--- src/rtl/sample_rle_encoder_pkg.sv ---
// rtl/sample_rle_encoder_pkg.sv - shared state encoding and word constants for the RLE encoder/decoder
package sample_rle_encoder_pkg;

    localparam int WORD_W = 16;

    // A count word of RUN_CONT means 65535 more repeats, and another count word follows.
    localparam logic [WORD_W-1:0] RUN_CONT = 16'hFFFF;

    typedef enum logic [1:0] {
        LIT0 = 2'd0,
        LIT1 = 2'd1,
        RUN  = 2'd2
    } rle_state_t;

endpackage

--- src/rtl/sample_rle_encoder_if.sv ---
// rtl/sample_rle_encoder_if.sv - sample input and encoded word output handshakes of the RLE encoder
interface sample_rle_encoder_if;
    import sample_rle_encoder_pkg::*;

    logic [WORD_W-1:0] in_data;
    logic              in_valid;
    logic              in_ready;
    logic              flush;
    logic [WORD_W-1:0] out_data;
    logic              out_valid;
    logic              out_ready;

    modport master (
        output in_data, in_valid, flush, out_ready,
        input  in_ready, out_data, out_valid
    );

    modport slave (
        input  in_data, in_valid, flush, out_ready,
        output in_ready, out_data, out_valid
    );
endinterface

--- src/rtl/sample_rle_encoder_word_fifo.sv ---
// rtl/sample_rle_encoder_word_fifo.sv - word FIFO with two write ports per cycle and one read port
module encoder_word_fifo
    import sample_rle_encoder_pkg::*;
#(
    parameter int AW = 2
) (
    input  logic              clk,
    input  logic              rst_n,
    input  logic              push0,
    input  logic [WORD_W-1:0] push0_data,
    input  logic              push1,
    input  logic [WORD_W-1:0] push1_data,
    input  logic              pop,
    output logic [WORD_W-1:0] rd_data,
    output logic              rd_valid,
    output logic [AW:0]       free
);

    localparam int DEPTH = 1 << AW;

    logic [WORD_W-1:0] mem [DEPTH];
    logic [AW-1:0]     wr_ptr;
    logic [AW-1:0]     rd_ptr;
    logic [AW-1:0]     wr_ptr1;
    logic [AW:0]       count;
    logic [AW:0]       n_push;
    logic              do_pop;

    // push1 is only ever asserted together with push0, so it lands in the slot after push0.
    assign wr_ptr1  = wr_ptr + 1'b1;
    assign n_push   = (AW+1)'(push0) + (AW+1)'(push1);
    assign do_pop   = pop & (count != '0);
    assign rd_valid = (count != '0);
    assign rd_data  = mem[rd_ptr];
    assign free     = (AW+1)'(DEPTH) - count;

    always_ff @(posedge clk) begin
        if (push0) mem[wr_ptr]  <= push0_data;
        if (push1) mem[wr_ptr1] <= push1_data;
    end

    always_ff @(posedge clk or negedge rst_n) begin
        if (!rst_n) begin
            wr_ptr <= '0;
            rd_ptr <= '0;
            count  <= '0;
        end else begin
            wr_ptr <= wr_ptr + n_push[AW-1:0];
            if (do_pop) rd_ptr <= rd_ptr + 1'b1;
            count  <= count + n_push - (AW+1)'(do_pop);
        end
    end

endmodule

--- src/rtl/sample_rle_encoder.sv ---
// rtl/sample_rle_encoder.sv - run-length encoder for the 16-bit sample stream
module sample_rle_encoder
    import sample_rle_encoder_pkg::*;
#(
    parameter int FIFO_AW = 2
) (
    input  logic                 clk,
    input  logic                 rst_n,
    sample_rle_encoder_if.slave  bus,
    output logic                 idle
);

    rle_state_t        state, state_n;
    logic [WORD_W-1:0] last, last_n;
    logic [WORD_W-1:0] run_cnt, cnt_n;
    logic [WORD_W-1:0] run_inc;
    logic [WORD_W-1:0] w0, w1;
    logic              push0, push1;
    logic              in_xfer;
    logic [FIFO_AW:0]  fifo_free;

    // Two free slots guarantee room for the worst-case pair of words from one input cycle.
    assign bus.in_ready = (fifo_free >= (FIFO_AW+1)'(2));
    assign in_xfer      = bus.in_valid & bus.in_ready;
    assign run_inc      = run_cnt + 16'd1;
    assign idle         = !bus.out_valid && (state != RUN);

    always_ff @(posedge clk or negedge rst_n) begin
        if (!rst_n) begin
            state   <= LIT0;
            last    <= '0;
            run_cnt <= '0;
        end else begin
            state   <= state_n;
            last    <= last_n;
            run_cnt <= cnt_n;
        end
    end

    always_comb begin
        state_n = state;
        last_n  = last;
        cnt_n   = run_cnt;
        push0   = 1'b0;
        push1   = 1'b0;
        w0      = bus.in_data;
        w1      = bus.in_data;

        if (in_xfer) begin
            case (state)
                LIT0: begin
                    push0   = 1'b1;
                    last_n  = bus.in_data;
                    state_n = LIT1;
                end
                LIT1: begin
                    push0  = 1'b1;
                    last_n = bus.in_data;
                    if (bus.in_data == last) begin
                        state_n = RUN;
                        cnt_n   = '0;
                    end
                end
                RUN: begin
                    if (bus.in_data == last) begin
                        if (run_inc == RUN_CONT) begin
                            push0 = 1'b1;
                            w0    = RUN_CONT;
                            cnt_n = '0;
                        end else begin
                            cnt_n = run_inc;
                        end
                    end else begin
                        push0   = 1'b1;
                        w0      = run_cnt;
                        push1   = 1'b1;
                        w1      = bus.in_data;
                        last_n  = bus.in_data;
                        state_n = LIT1;
                    end
                end
                default: state_n = LIT0;
            endcase
        end

        // Flush sees the state after this cycle's sample, so it may close a run that just opened.
        if (bus.flush && bus.in_ready && (state_n == RUN)) begin
            if (push0) begin
                push1 = 1'b1;
                w1    = cnt_n;
            end else begin
                push0 = 1'b1;
                w0    = cnt_n;
            end
            state_n = LIT0;
        end
    end

    encoder_word_fifo #(
        .AW (FIFO_AW)
    ) u_fifo (
        .clk        (clk),
        .rst_n      (rst_n),
        .push0      (push0),
        .push0_data (w0),
        .push1      (push1),
        .push1_data (w1),
        .pop        (bus.out_ready),
        .rd_data    (bus.out_data),
        .rd_valid   (bus.out_valid),
        .free       (fifo_free)
    );

endmodule

--- src/flat_wrapper.sv ---
// flat-port wrapper written by rule: the top's interface ports become plain ports
module sample_rle_encoder_flat import sample_rle_encoder_pkg::*;
#(
    parameter int FIFO_AW = 2
)
  (clk, rst_n, idle, bus_in_data, bus_in_valid, bus_flush, bus_out_ready, bus_in_ready, bus_out_data, bus_out_valid);
  sample_rle_encoder_if bus_i ();
  input  logic clk;
  input  logic rst_n;
  output logic idle;
  input wire logic [$bits(bus_i.in_data)-1:0] bus_in_data;
  input wire logic [$bits(bus_i.in_valid)-1:0] bus_in_valid;
  input wire logic [$bits(bus_i.flush)-1:0] bus_flush;
  input wire logic [$bits(bus_i.out_ready)-1:0] bus_out_ready;
  output wire logic [$bits(bus_i.in_ready)-1:0] bus_in_ready;
  output wire logic [$bits(bus_i.out_data)-1:0] bus_out_data;
  output wire logic [$bits(bus_i.out_valid)-1:0] bus_out_valid;
  assign bus_i.in_data = bus_in_data;
  assign bus_i.in_valid = bus_in_valid;
  assign bus_i.flush = bus_flush;
  assign bus_i.out_ready = bus_out_ready;
  assign bus_in_ready = bus_i.in_ready;
  assign bus_out_data = bus_i.out_data;
  assign bus_out_valid = bus_i.out_valid;
  sample_rle_encoder #(.FIFO_AW(FIFO_AW)) u_core (.clk(clk), .rst_n(rst_n), .bus(bus_i), .idle(idle));
endmodule
--- config.mk ---
export PLATFORM = sky130hd
export DESIGN_NAME = sample_rle_encoder_flat
export DESIGN_NICKNAME = d
export VERILOG_FILES = /design/src/rtl/sample_rle_encoder_pkg.sv /design/src/rtl/sample_rle_encoder_if.sv /design/src/rtl/sample_rle_encoder_word_fifo.sv /design/src/rtl/sample_rle_encoder.sv /design/src/flat_wrapper.sv
export SDC_FILE = /design/constraint.sdc
export NUM_CORES = 1
export LEC_CHECK = 0
export CAP_MARGIN = 25
export CORE_MARGIN = 3
export CORE_UTILIZATION = 55
export DETAILED_ROUTE_END_ITERATION = 6
export PLACE_DENSITY = 0.78
export RECOVER_POWER = 50
export SLEW_MARGIN = 20
export SYNTH_ARGS = -nofsm -noshare
export SYNTH_HDL_FRONTEND = slang
export SYNTH_SLANG_ARGS = --single-unit
--- constraint.sdc ---
create_clock -name clk -period 10.95 [get_ports clk]
set_input_delay 2.19 -clock clk [delete_from_list [all_inputs] [get_ports clk]]
set_output_delay 2.19 -clock clk [all_outputs]
set_load 0.02 [all_outputs]
# Word-level counts from Yosys, hierarchy flattened
# Memory sizes are Yosys's and may differ from the RTL's.
# Index checks and enable logic that the tools add are counted.
# W data, S select, Z words.
dict set report op_classes {
  n_bitwise 2
  multipliers 0
  n_addsub 8
  div 0
  n_lt_le_gt_ge 1
  n_mux 34
  reduce_logical 9
  n_shift 0
  n_eq_ne 7
}
# op count
set op_table {}
lappend op_table {{$mux W16} 13}
lappend op_table {{$pmux W16 S2} 2}
lappend op_table {{$add A16 B1 Y16 const B} 1}
lappend op_table {{$eq A16 B16 Y1} 1}
lappend op_table {{$eq A16 B16 Y1 const B} 1}
lappend op_table {{$mux W1} 13}
lappend op_table {{$mux W2} 4}
lappend op_table {{$pmux W2 S3} 1}
lappend op_table {{$add A2 B1 Y2 const B} 2}
lappend op_table {{$eq A2 B2 Y1 const B} 2}
lappend op_table {{$ne A2 B2 Y1 const B} 2}
lappend op_table {{$add A3 B2 Y3} 1}
lappend op_table {{$ge A3 B2 Y1 const B} 1}
lappend op_table {{$logic_and A1 B1 Y1} 3}
lappend op_table {{$reduce_and A3 Y1} 1}
lappend op_table {{$reduce_bool A3 Y1} 1}
lappend op_table {{$sub A3 B1 Y3} 1}
lappend op_table {{$sub A3 B3 Y3 const A} 1}
lappend op_table {{$add A1 B1 Y2} 1}
lappend op_table {{$add A2 B2 Y2} 1}
lappend op_table {{$and A1 B1 Y1} 2}
lappend op_table {{$eq A2 B1 Y1 const B} 1}
lappend op_table {{$logic_not A2 Y1} 1}
lappend op_table {{$pmux W1 S2} 1}
lappend op_table {{3 further kinds} 3}
dict set report totals {
  ram_bits 64
  word_cells 68
  input_bits 21
  romBits 0
  n_memories 1
  out_inout_bits 19
  ff_bits 41
  latch_bits 0
}
# name words word_bits rd rd_ports_with_merged_regs wr line_no
set mem_list {}
lappend mem_list {u_core.u_fifo.mem 4 16 1 0 2 sample_rle_encoder_word_fifo.sv:21} ;# logic [WORD_W-1:0] mem [DEPTH];

# Depth between registers and ports, before layout
# Gate-level depths: netlist of the first run.
dict set report depth {
  depth_word 11
  ltp_mapped 21
  depth_no_buf 19
}

# By module
# From an unflattened synthesis of the first run, not the netlist that was laid out.
dict set report hier_totals {
  cells_unflattened 502
  area_unflattened_um2 6342.3
}
# module seq_area_each_um2 cells_each area_each_um2 instances
set by_module_without_submodules {}
lappend by_module_without_submodules {encoder_word_fifo 2097.0 199 3554.7 1}
lappend by_module_without_submodules {sample_rle_encoder 850.8 303 2787.7 1}

# Worst setup path before layout of the first run
# Ideal clock, no wire load.
dict set report synth_timing {
  kind {input port to flip-flop}
  from {input port bus_in_data[7]}
  to {memory u_core.u_fifo.mem[3][0], enable pin}
  setup_slack_ns 5.400
  path_stages 10
  t_arrival_ns 5.136
  setup_ns 0.414
  n_path_buf 2
  cell_sequence {xor2_1 -> nor4_1 -> nand4_1 -> a21oi_1 -> nor2_1 -> nor4b_4 -> buf_6 -> buf_6 -> nor3_1 -> a211oi_1}
}
# item line_no
set synth_rtl {}
lappend synth_rtl {{from (decl)} flat_wrapper.sv:11} ;# input wire logic [$bits(bus_i.in_data)-1:0] bus_in_data;
lappend synth_rtl {{to (decl)} sample_rle_encoder_word_fifo.sv:21}

==> metrics, run 1 <==
Total Wirelength=13.4 mm; Slew @ Worst Pin=3.27 ns; layout cell share with drive strength beyond 1=11.6%; Hold Path Cell Cnt=1; Final Skew=0.0166 ns; minimum clock period=8.17 ns; I/O Buffers=39; cell row count=37; Netlist Area Pre-Place=6070 µm²; Synth Area in Adders=~3.2%; Synth Warn #=0; syn nets=515; WHS=0.532 ns; via count=4129; Filler Cells Inserted=802; min-delay src=u_core.u_fifo.count[0]; CP Launch Type=input port; Setup WS post-layout=2.78 ns; Ant. Diodes=0; Setup CP Type=input port to flop; Mapped Avg Cell Area=12.7 µm²; Async S/R FF share, synth=between 30% and 40%; met1 GRT Util=32.7%; EDFF count, synth=64; CP Capture Type=flop; Residual DRC=0; fmax=0.122 GHz; Initial Utilization=57.8%; Top Usage Layer GRT=met2; post-synthesis simple-gate area fraction=about 8.0%; Setup violations, final=0; Layout area overhead=11.4%; RSZ-0062 raised after global routing=false; global routing usage on met2=36.5%; largest family of logic cells by synthesized area=multiplexers; CTS sink count=105; Slew Limit Fails=between 50 and 60; Setup TNS=0 ns; Synth Area in XOR/XNOR=3.61%; DP HPWL=slightly above 9 mm; Synth Area in Compound Gates=8.65%; crit path launch=bus_in_data[12]; Power Dens Cells=210 nW/µm²; post-synth top area cell=edfxtp_1; Setup Buffers After CTS=0; Post-synth top flop=edfxtp_1; Hold Crit Class=flop to flop; Reg2Reg Depth=9; clock latency on the worst-skew pair=approximately 0.38 ns; top cells by count, synth=mux2i_1, edfxtp_1, dfrtp_1; DRT Pass-1 Iters=4; synth unique cells=55; worst r2r src=u_core.last[11]; footprint of the multi-input gates=2940 µm²; post-synthesis mux area share=24.7%; final hold vios=0; Final #Nets=roughly 550; Num CTS Buffers=9; violated checks=capacitance limit, slew limit; crit share post-route=74.6%; first-pass GRT wire length=about 22 mm; status=finished with violations; Post-CTS Resized=0; Antenna Violating Nets Remaining=0; leading post-synthesis cells by cell area=edfxtp_1, dfrtp_1, mux2i_1; Clock transition at path regs=0.11 ns; Final Non-Filler Cells=654; DP Worst Slack=3.90 ns; max cap viols=2; Layout Utilization=around 64%; Synth top area share=about a third; Rel. slew slack=-120%; Required @ worst endpoint=10.95 ns; maximum clock path buffer count=2; Cells after Synth=479; Top Ports=40; largest net degree at the start of global routing=42; Reg area=2950 µm²; hold_buf cts=0; Die Ht=111 µm; DP Cell Count=637; post-synthesis sequential area ratio=about half; H-tree lvl count=3; root buf cell=clkbuf_8; grt ovf=0; leakage power=0.00286 µW; met3 Usage GRT=slightly above 3%; die width=111 µm; global placement routability congestion=0.923; CP arrival=8.17 ns; count leader, synth=mux2i_1; Vias per Instance=6.31; Synth Register Bits=105; initial detailed-routing violation count=266; core area=10500 µm²; peak supply drop=between 0.0001 and 0.00015 V; gr usage total=between 20% and 30%; antenna violations before repair=0; TritonCTS clock tree=done; DIE AREA=12300 µm²; vias in the first global route=about 4.2k; CP Max Fanout=22; DR WL/cell=around 20 µm
[routing by layer]
layer  wire [µm]  share of wire (%)
met3        1030                7.7
met4         138                1.0
met1        5830                 44
met5           0                  0
met2        6370                 48
[report_power, final]
part | switching (µW) | internal [µW] | total, µW
clock network | 157 | 91.4 | 248
logic | 278 | 263 | 540
registers | 85.9 | 545 | 630
total | 520 | 899 | 1420
[per-stage QoR]
step / total power [µW] / cell area [µm²]
detailed placement: 1210 / 6610
CTS: 1450 / 6800
global placement: 1190 / 6590
floorplan: 995 / 6070
finish: 1420 / 6760
global route: 1510 / 6760
[placed cells by master (no fill, tap or decap), drive strengths merged, types with 8 or more instances in the layout]
cell           Yosys  final
mux2i             96     96
edfxtp            64     64
dfrtp             41     41
inv               20     26
nand2             21     21
o21ai             21     21
dlygate4sd3        0     20
xor2              19     19
clkdlybuf4s50      0     18
mux4              16     16
mux2              16     16
nor2              15     15
ha                14     14
clkbuf            13     14
nand3             12     12
o22a              10     10
nor3               8      8
[cell families after synthesis]
| kind of cell | count (synthesis) |
|---|---|
| DFF | 105 |
| AOI/OAI and AO/OA | 72 |
| muxes | 128 |
| buffers and inverters | 44 |
| and+or+nand+nor | 90 |
| xor gates and xnor gates | 25 |
| adders and majority gates | 15 |
[cell type report]
cell class                 count  share of cell area [%]
sequential                   105                    43.6
multi-input combinational    330                    43.5
timing repair buffer          46                    6.36
tap                          136                    2.52
clock buffer                   9                    1.83
inverter                      21                    1.17
clock inverter                 7                    1.09
[registers in the layout, summed over array words and instances, names as in the netlist]
name	cells
u_core.u_fifo.wr_ptr	2
u_core.u_fifo.count	3
u_core.state	2
u_core.run_cnt	16
u_core.last	16
u_core.u_fifo.rd_ptr	2
u_core.u_fifo.mem	64
[worst paths after layout]
kind	end	slack, ns
min in group asynchronous	u_core.last[2]	2.48
max reg2reg	u_core.u_fifo.mem[1][7]	4.75
max in group asynchronous	u_core.run_cnt[10]	7.18
min	u_core.u_fifo.count[0]	0.53
min reg2reg	u_core.u_fifo.count[0]	0.53
max	u_core.u_fifo.mem[1][7]	2.78
[critical path, stage by stage]
cell,delay (ns)
dlygate4sd3_1,0.59
xor2_1,0.16
nor4_1,0.40
nand4_1,0.58
o21ai_0,0.35
a211o_1,0.20
nor4b_1,0.06
clkbuf_1,0.61
o21ai_0,2.66
mux2i_1,0.34
(Power assumes the default switching activity.)
==> inputs of run 2 (changes only) <==
Settings changed: CORE_UTILIZATION 55 to 54, PLACE_DENSITY 0.78 to 0.8.
Clock period 10.95 ns to 6.6 ns, I/O delays scaled along.
==> run 2 against run 1 <==
Sequential share of layout area fell by 0.85 points. Critical path type unchanged. Clock skew fell by 0.0089 ns. Utilization is 1.3 points lower. Worst setup slack got worse by 1.8 ns. Final area rose by 2.0%. Global-route usage increased by 0.69 points. The flow still finishes with violations (capacitance limit, slew limit).
==> metrics, run 2 (synthesis results as in run 1) <==
min-delay src=u_core.u_fifo.count[0]; DP HPWL=9.78 mm (+5.4%); Top Ports=40 (unchanged); initial detailed-routing violation count=393 (+48%); gr usage total=23.3% (+0.69 points); grt ovf=0 (unchanged); WHS=0.523 ns (-0.00897 ns); CP Capture Type=flop; Setup TNS=0 ns (unchanged); CTS sink count=105 (unchanged); maximum clock path buffer count=2 (unchanged); core area=10900 µm² (+4.1%); layout cell share with drive strength beyond 1=11.9% (+0.27 points); Vias per Instance=6.22 (-1.5%); Post-CTS Resized=0 (unchanged); crit path launch=bus_in_data[11]; H-tree lvl count=3 (unchanged); Power Dens Cells=366 nW/µm² (+74%); worst r2r src=u_core.run_cnt[8]; fmax=about 0.18 GHz; Setup violations, final=0 (unchanged); Required @ worst endpoint=6.55 ns (-4.40 ns); Filler Cells Inserted=887 (+11%); Rel. slew slack=-39.1% (+81 points); violated checks=capacitance limit, slew limit; crit share post-route=86.0%; global placement routability congestion=0.909 (-1.5%); CP Max Fanout=17 (-23%); Slew Limit Fails=17 (-71%); antenna violations before repair=0 (unchanged); Die Ht=112 µm (+0.87%); most frequent cells in the layout=mux2i_1, edfxtp_1, dfrtp_1, nand2_1, dlygate4sd3_1; Reg2Reg Depth=17 (+8); via count=4123 (-0.15%); Final Skew=0.00777 ns (-0.00887 ns); final hold vios=0 (unchanged); max cap viols=1 (-1); DIE AREA=12600 µm² (+1.8%); status=finished with violations; Initial Utilization=55.5% (-2.3 points); minimum clock period=about 5.7 ns; Critical Path Sink=u_core.u_fifo.mem[2][13]; leakage power=0.00292 µW (+2.3%); hold_buf cts=0 (unchanged); Setup Buffers After CTS=0 (unchanged); Slew @ Worst Pin=2.07 ns (-1.19 ns); number of flip-flops in the largest register=64 (unchanged); Largest regs=u_core.u_fifo.mem: 64 flops, u_core.last: 16 flops, u_core.run_cnt: 16 flops; TritonCTS clock tree=done; Hold Crit Class=flop to flop; Hold Path Cell Cnt=1 (unchanged); peak supply drop=0.000174 V (+62%); I/O Buffers=39 (unchanged); Ant. Diodes=0 (unchanged); die width=112 µm (+0.87%); Layout area overhead=13.6%; Num CTS Buffers=9 (unchanged); Biggest register=u_core.u_fifo.mem; largest net degree at the start of global routing=42 (unchanged); cell row count=38 (+2.7%); RSZ-0062 raised after global routing=false; commonest non-fill, non-tap cell in the layout=mux2i_1; vias in the first global route=4321 (+3.4%); first-pass GRT wire length=23.1 mm (+4.0%); Clock transition at path regs=0.07 ns (-0.04 ns); Residual DRC=0 (unchanged); Final #Nets=554 (+0.91%); Setup CP Type=input port to flop; DRT Pass-1 Iters=4 (unchanged); Reg-to-Reg End=u_core.u_fifo.count[2]; CP Launch Type=input port; Total Wirelength=13.9 mm (+3.8%); clock latency on the worst-skew pair=0.35 ns (-0.03 ns); CP arrival=5.63 ns (-2.54 ns); R2R setup slack=1.82 ns (-2.93 ns); DR WL/cell=20.9 µm (+2.4%); Antenna Violating Nets Remaining=0 (unchanged); root buf cell=clkbuf_16
## run 2: worst min path at each step
stage | end | slack (ns)
global route | u_core.u_fifo.count[0] | 0.54
global placement | u_core.u_fifo.count[0] | 0.50
floorplan | u_core.u_fifo.wr_ptr[0] | 0.48
finish | u_core.u_fifo.count[0] | 0.52
detailed placement | u_core.u_fifo.count[0] | 0.51
CTS | u_core.u_fifo.count[0] | 0.53
## run 2: report_power, final
| group | total (µW) | switching, µW | internal [µW] |
|---|---|---|---|
| Sequential | 1040 | 139 | 904 |
| Clock | 570 | 264 | 306 |
| Combinational | 911 | 474 | 437 |
| Total | 2520 | 878 | 1650 |
## run 2: area by class of cell
cell class	count	area, µm²	area share [%]
tap	140	175	2.54
timing repair buffer	51	452	6.55
sequential	105	2950	42.7
clock inverter	7	95.1	1.38
inverter	21	78.8	1.14
clock buffer	9	225	3.27
multi-input combinational	330	2920	42.4
## run 2: per-stage QoR
stage               power [µW]  cell area, µm²  cells  setup WS [ns]  utilization [%]
CTS                       2590            6950    662           1.27             63.5
finish                    2520            6900    663          0.927             63.1
detailed placement        2030            6630    646          0.939             60.6
floorplan                 1650            6070    479           1.92                -
global placement          1980            6630    646           1.13             60.6
global route              2670            6900    663          0.627             63.1
## run 2: per-layer routing
metal  global-route usage, %  wire (µm)
met1                    31.5       5940
met2                    40.2       7000
met3                    2.75        778
met4                    6.01        147
met5                       0          0
## run 2: worst max-delay path, stage by stage
cell	delay, ns
dlygate4sd3_1	0.60
xor2_1	0.16
nor4_1	0.46
nand4_1	0.14
clkbuf_1	0.33
o21ai_0	0.27
a211o_1	0.18
nor4b_1	0.08
buf_4	0.24
o211ai_1	0.20
clkbuf_1	1.09
o31ai_4	0.53
==> patch 1: new RTL, config.mk and constraints of run 2 <==
The 3 states of `rle_state_t` get a one-hot encoding in 3 bits.
--- a/src/rtl/sample_rle_encoder_pkg.sv
+++ b/src/rtl/sample_rle_encoder_pkg.sv
@@ -8,6 +8,6 @@
 
-    typedef enum logic [1:0] {
-        LIT0 = 2'd0,
-        LIT1 = 2'd1,
-        RUN  = 2'd2
+    typedef enum logic [2:0] {
+        LIT0 = 3'b001,
+        LIT1 = 3'b010,
+        RUN  = 3'b100
     } rle_state_t;
Behaviour: no difference found for any inputs over 4 cycles, from zero or initial values and one cycle with rst_n low; so few cycles prove little.
==> patch 1 against run 2 <==
The flow still finishes with violations (max-capacitance violations, max-slew violations). Final area up 0.27%. Synthesized cell count up 5.6%. Largest cell class is now multi-input combinational cells. Sequential cell count up 1. Total power up 1.2%. Routed wire length down 2.0%. Area after synthesis up 2.1%. Clock skew about the same. Combinational power up 5.9%. Setup slack worse by 0.097 ns.
==> patch 1: results (changes against run 2) <==
Status
  – Outcome: finished with violations (unchanged)
  – Failing checks: max-capacitance violations, max-slew violations (unchanged)

STA
  – Clock Skew: 0.00812 ns (was 0.00777 ns)
  – Fin worst setup slack: 0.830 ns (was 0.927 ns)
  – Hold Slack: 0.517 ns (was 0.523 ns)
  – Worst rel slew slack: -17.2% (was -39.1%)
  – Final Max Slew Viols: 34 (was 17)

Synthesis
  – Distinct cells, synth: 68 (was 55)
  – Asr flop ratio synth: 39.6% (was 39.0%)
  – Synth top area share: 31.0% (was 31.6%)
  – Mapped Nets: 536 (was 515)
  – Top cells by area, synth: edfxtp_1, dfrtp_1, mux2i_1 (unchanged)
  – Commonest cells post-synth: mux2i_1, edfxtp_1, nand2_1, dfrtp_1, xor2_1 (was mux2i_1, edfxtp_1, dfrtp_1, nand2_1, inv_1)
  – Register area share after synthesis: 47.9% (was 48.5%)

Route
  – Iter 0 DRT Violations: 240 (was 393)
  – WL per Instance: 20.2 um (was 20.9 um)
  – Via density: 6.30 (was 6.22)

Setup path
  – Max incr delay on CP: 0.99 ns (was 1.09 ns)
  – Reg2reg start: u_core.run_cnt[1]$_DFF_PN0_ (was u_core.run_cnt[8]$_DFF_PN0_)
  – Crit path to: u_core.u_fifo.mem[2][12]$_DFFE_PP_ (was u_core.u_fifo.mem[2][13]$_DFFE_PP_)
  – CP Launch Point: bus_in_data[15] (was bus_in_data[11])
  – R2r worst-path depth: 15 (was 17)

Pwr
  – Sequential power share: 41.6% (was 41.3%)
  – Worst vdd ir: 0.230 mV (was 0.174 mV)
  – Pwr Density: 369 nW/um^2 (was 366 nW/um^2)
  – Leak: 2.49 nW (was 2.92 nW)

Global routing
  – Number of global-route vias before repair: 4,341 (was 4,321)
  – Largest net degree at the start of global routing: 43 (was 42)

Placement
  – DP Area: 6650 sq um (was 6630 sq um)
  – Post-detail-place hpwl: 9970 um (was 9780 um)

Run
  – Max Cap Violations: 1 (unchanged)

Final layout
  – Share of cells above drive strength 1: 12.2% (was 11.9%)
  – Final #Nets: 559 (was 554)
==> patch 1: cell types whose count changed in the layout (fill, tap and decap cells not counted), moves of 5 or more <==
cell,before,now
nand2_1,21,45
mux2i_1,96,78
o21ai_0,19,9
a2bb2oi_1,6,0
ha_1,14,8
nand4_1,2,8
inv_1,20,15
xnor2_1,6,11
==> patch 1: cell families (layout without fill, tap and decap cells) <==
logic type	count (synthesis)	in the layout	share of synthesized area, %
simple gates	130	130	11.3
mux	110	110	21.3
flops	106	106	47.9
compound gates	72	72	9.12
buf+inv	50	78	4.34
xor+xnor	29	29	4.09
fa+ha+maj	9	9	1.94
==> patch 1: cell type report <==
type,instances,area [sq um]
well taps,140,175
repair buffers,47,440
inverters,15,56.3
clock inverters,3,40.0
multi-input cells,350,2980
clock buffers,13,250
flip-flops and latches,106,2970
fillers,875,4110
==> patch 1: worst register-to-register path: stages, from the launching register on <==
cell and delay [ns]:
dfrtp_1 0.56, ha_1 0.43, and4_4 0.31, nand3_1 0.11, a2111oi_2 0.45, o2111ai_2 0.24, a21oi_1 1.14, nor3_1 0.40
inv_1 0.14, ha_1 0.28, xnor2_1 0.17, ha_1 0.16, inv_1 0.05, fa_1 0.37, xnor2_1 0.17, xnor2_1 0.14
==> patch 1: stage by stage <==
step                      cells  util, %
after floorplan             506        -
after global placement      654     60.0
after detailed placement    656     60.3
after CTS                   672     62.9
after global routing        674     62.7
final                       674     62.7
==> patch 1: per-layer routing <==
metal / track usage [%] / wire (um) / up-vias
met5: 0 / 0 / -
met1: 29.5 / 5900 / 2147
met3: 2.03 / 555 / 24
met4: 9.94 / 301 / 0
met2: 37.2 / 6830 / 119
li1: - / - / 1955
==> patch 2: new RTL, flow settings as in run 2 <==
Without the edit above. `FIFO_AW` is set to 2 in 2 places; all go to 3.
--- a/src/rtl/sample_rle_encoder.sv
+++ b/src/rtl/sample_rle_encoder.sv
@@ -4,3 +4,3 @@
 #(
-    parameter int FIFO_AW = 2
+    parameter int FIFO_AW = 3
 ) (
--- a/src/flat_wrapper.sv
+++ b/src/flat_wrapper.sv
@@ -3,3 +3,3 @@
 #(
-    parameter int FIFO_AW = 2
+    parameter int FIFO_AW = 3
 )
Formal check against the unedited RTL: not equivalent (Yosys sat finds a counterexample within 4 cycles, from zero or initial values and one cycle with rst_n low).
==> patch 2 against run 2 <==
The run still ends with max-capacitance violations, max-slew violations left. Area after synthesis is 60% higher. Sequential cell count is 67 higher. Die area is 56% higher. Non-clock buffer count is 11 higher. Register-to-register slack better by 0.16 ns. Total power is 59% higher. Final area is 58% higher. Routed wire length is 71% higher. Core utilization is 0.86 points lower. Count of clock-buffer cells in the layout is 12 higher. Setup slack worse by 0.055 ns. Sequential share of layout area is 2.8 points higher. Critical path type unchanged. Largest power group unchanged.
==> patch 2: results (changes against run 2) <==
STA
  – Final Max Slew Viols: 45 (was 17)
  – Worst Tran Pin Value: 2.45 ns (was 2.07 ns)
  – Clock Skew: 0.00753 ns (was 0.00777 ns)

Final layout
  – Layout inverter count without the clock tree: 25 (was 21)
  – Fillers: 1,283 (was 887)
  – # clk buffers: 21 (was 9)
  – Clock-cell share: 5.53% (was 4.64%)
  – Multi-input gates: 463 (was 330)

Placement
  – DP Area: 10,400 sq um (was 6630 sq um)
  – Post-detail-place hpwl: 16,200 um (was 9780 um)
  – Placed Cells: 947 (was 646)

Synthesis
  – Mapped Nets: 736 (was 515)
  – Commonest cells post-synth: edfxtp_1, mux2i_1, a22oi_1, dfrtp_1, mux2_2 (was mux2i_1, edfxtp_1, dfrtp_1, nand2_1, inv_1)
  – Top cells by area, synth: edfxtp_1, dfrtp_1, mux2i_1 (unchanged)

Global routing
  – First-pass GRT wire length: 36,800 um (was 23,100 um)

Setup path
  – Max incr delay on CP: 0.68 ns (was 1.09 ns)
  – CP Launch Point: bus_in_data[0] (was bus_in_data[11])
  – Reg2reg start: u_core.last[0]$_DFFE_PN0P_ (was u_core.run_cnt[8]$_DFF_PN0_)

Die
  – Die width: 140 um (was 112 um)

Status
  – Outcome: finished with violations (unchanged)
  – Failing checks: max-capacitance violations, max-slew violations (unchanged)

Clock tree
  – Clock Latency Late Sink: 0.43 ns (was 0.35 ns)
  – Number of CTS-inserted buffers: 17 (was 9)

Route
  – WL per Instance: 24.2 um (was 20.9 um)
  – TritonRoute pass-1 iters: 5 (was 4)

Run
  – Max Cap Violations: 1 (unchanged)
## patch 2: cell types whose count changed after synthesis, moves of 7 or more
cell,change
mux2i_1,-10
mux4_2,+16
nor2_1,+7
mux2i_2,+21
mux2_2,+17
a22oi_1,+46
edfxtp_1,+64
nand2_1,+9
nand3_1,+10
## patch 2: through the flow
stage	worst slack (ns)	hold slack, ns	power [mW]
floorplan	2.08	0.501	2.56
CTS	1.63	0.532	4.08
detailed placement	1.22	0.518	3.08
finish	0.871	0.528	4.01
global placement	1.34	0.509	3.01
global route	0.731	0.548	4.20
## patch 2: kinds of logic (layout without fill, tap and decap cells)
logic type | count (synthesis) | in the layout | share of synthesized area (%)
multiplexers | 172 | 172 | 23.1
flip-flops | 172 | 172 | 50.9
AND/OR/NAND/NOR | 122 | 122 | 7.04
AO/OA/AOI/OAI | 120 | 120 | 10.4
buffers and inverters | 60 | 119 | 3.14
XOR/XNOR | 29 | 29 | 2.69
adder cells (fa/ha/maj) | 20 | 20 | 2.73
## patch 2: per-layer routing
| layer | part of all wire, % | track usage [%] | vias to the layer above |
|---|---|---|---|
| met5 | 0 | 0 | - |
| met4 | 1.8 | 6.78 | 0 |
| met3 | 8.8 | 4.98 | 53 |
| met2 | 49 | 39.8 | 365 |
| met1 | 40 | 33.8 | 3223 |
| li1 | - | - | 2808 |
## patch 2: power groups by stage
stage	Combinational [mW]	Sequential, mW	Clock, mW
2_1_floorplan	1.10	1.46	0
3_3_place_gp	1.45	1.56	0
3_5_place_dp	1.51	1.57	0
4_1_cts	1.51	1.55	1.02
5_1_grt	1.56	1.58	1.07
6_report	1.44	1.55	1.02
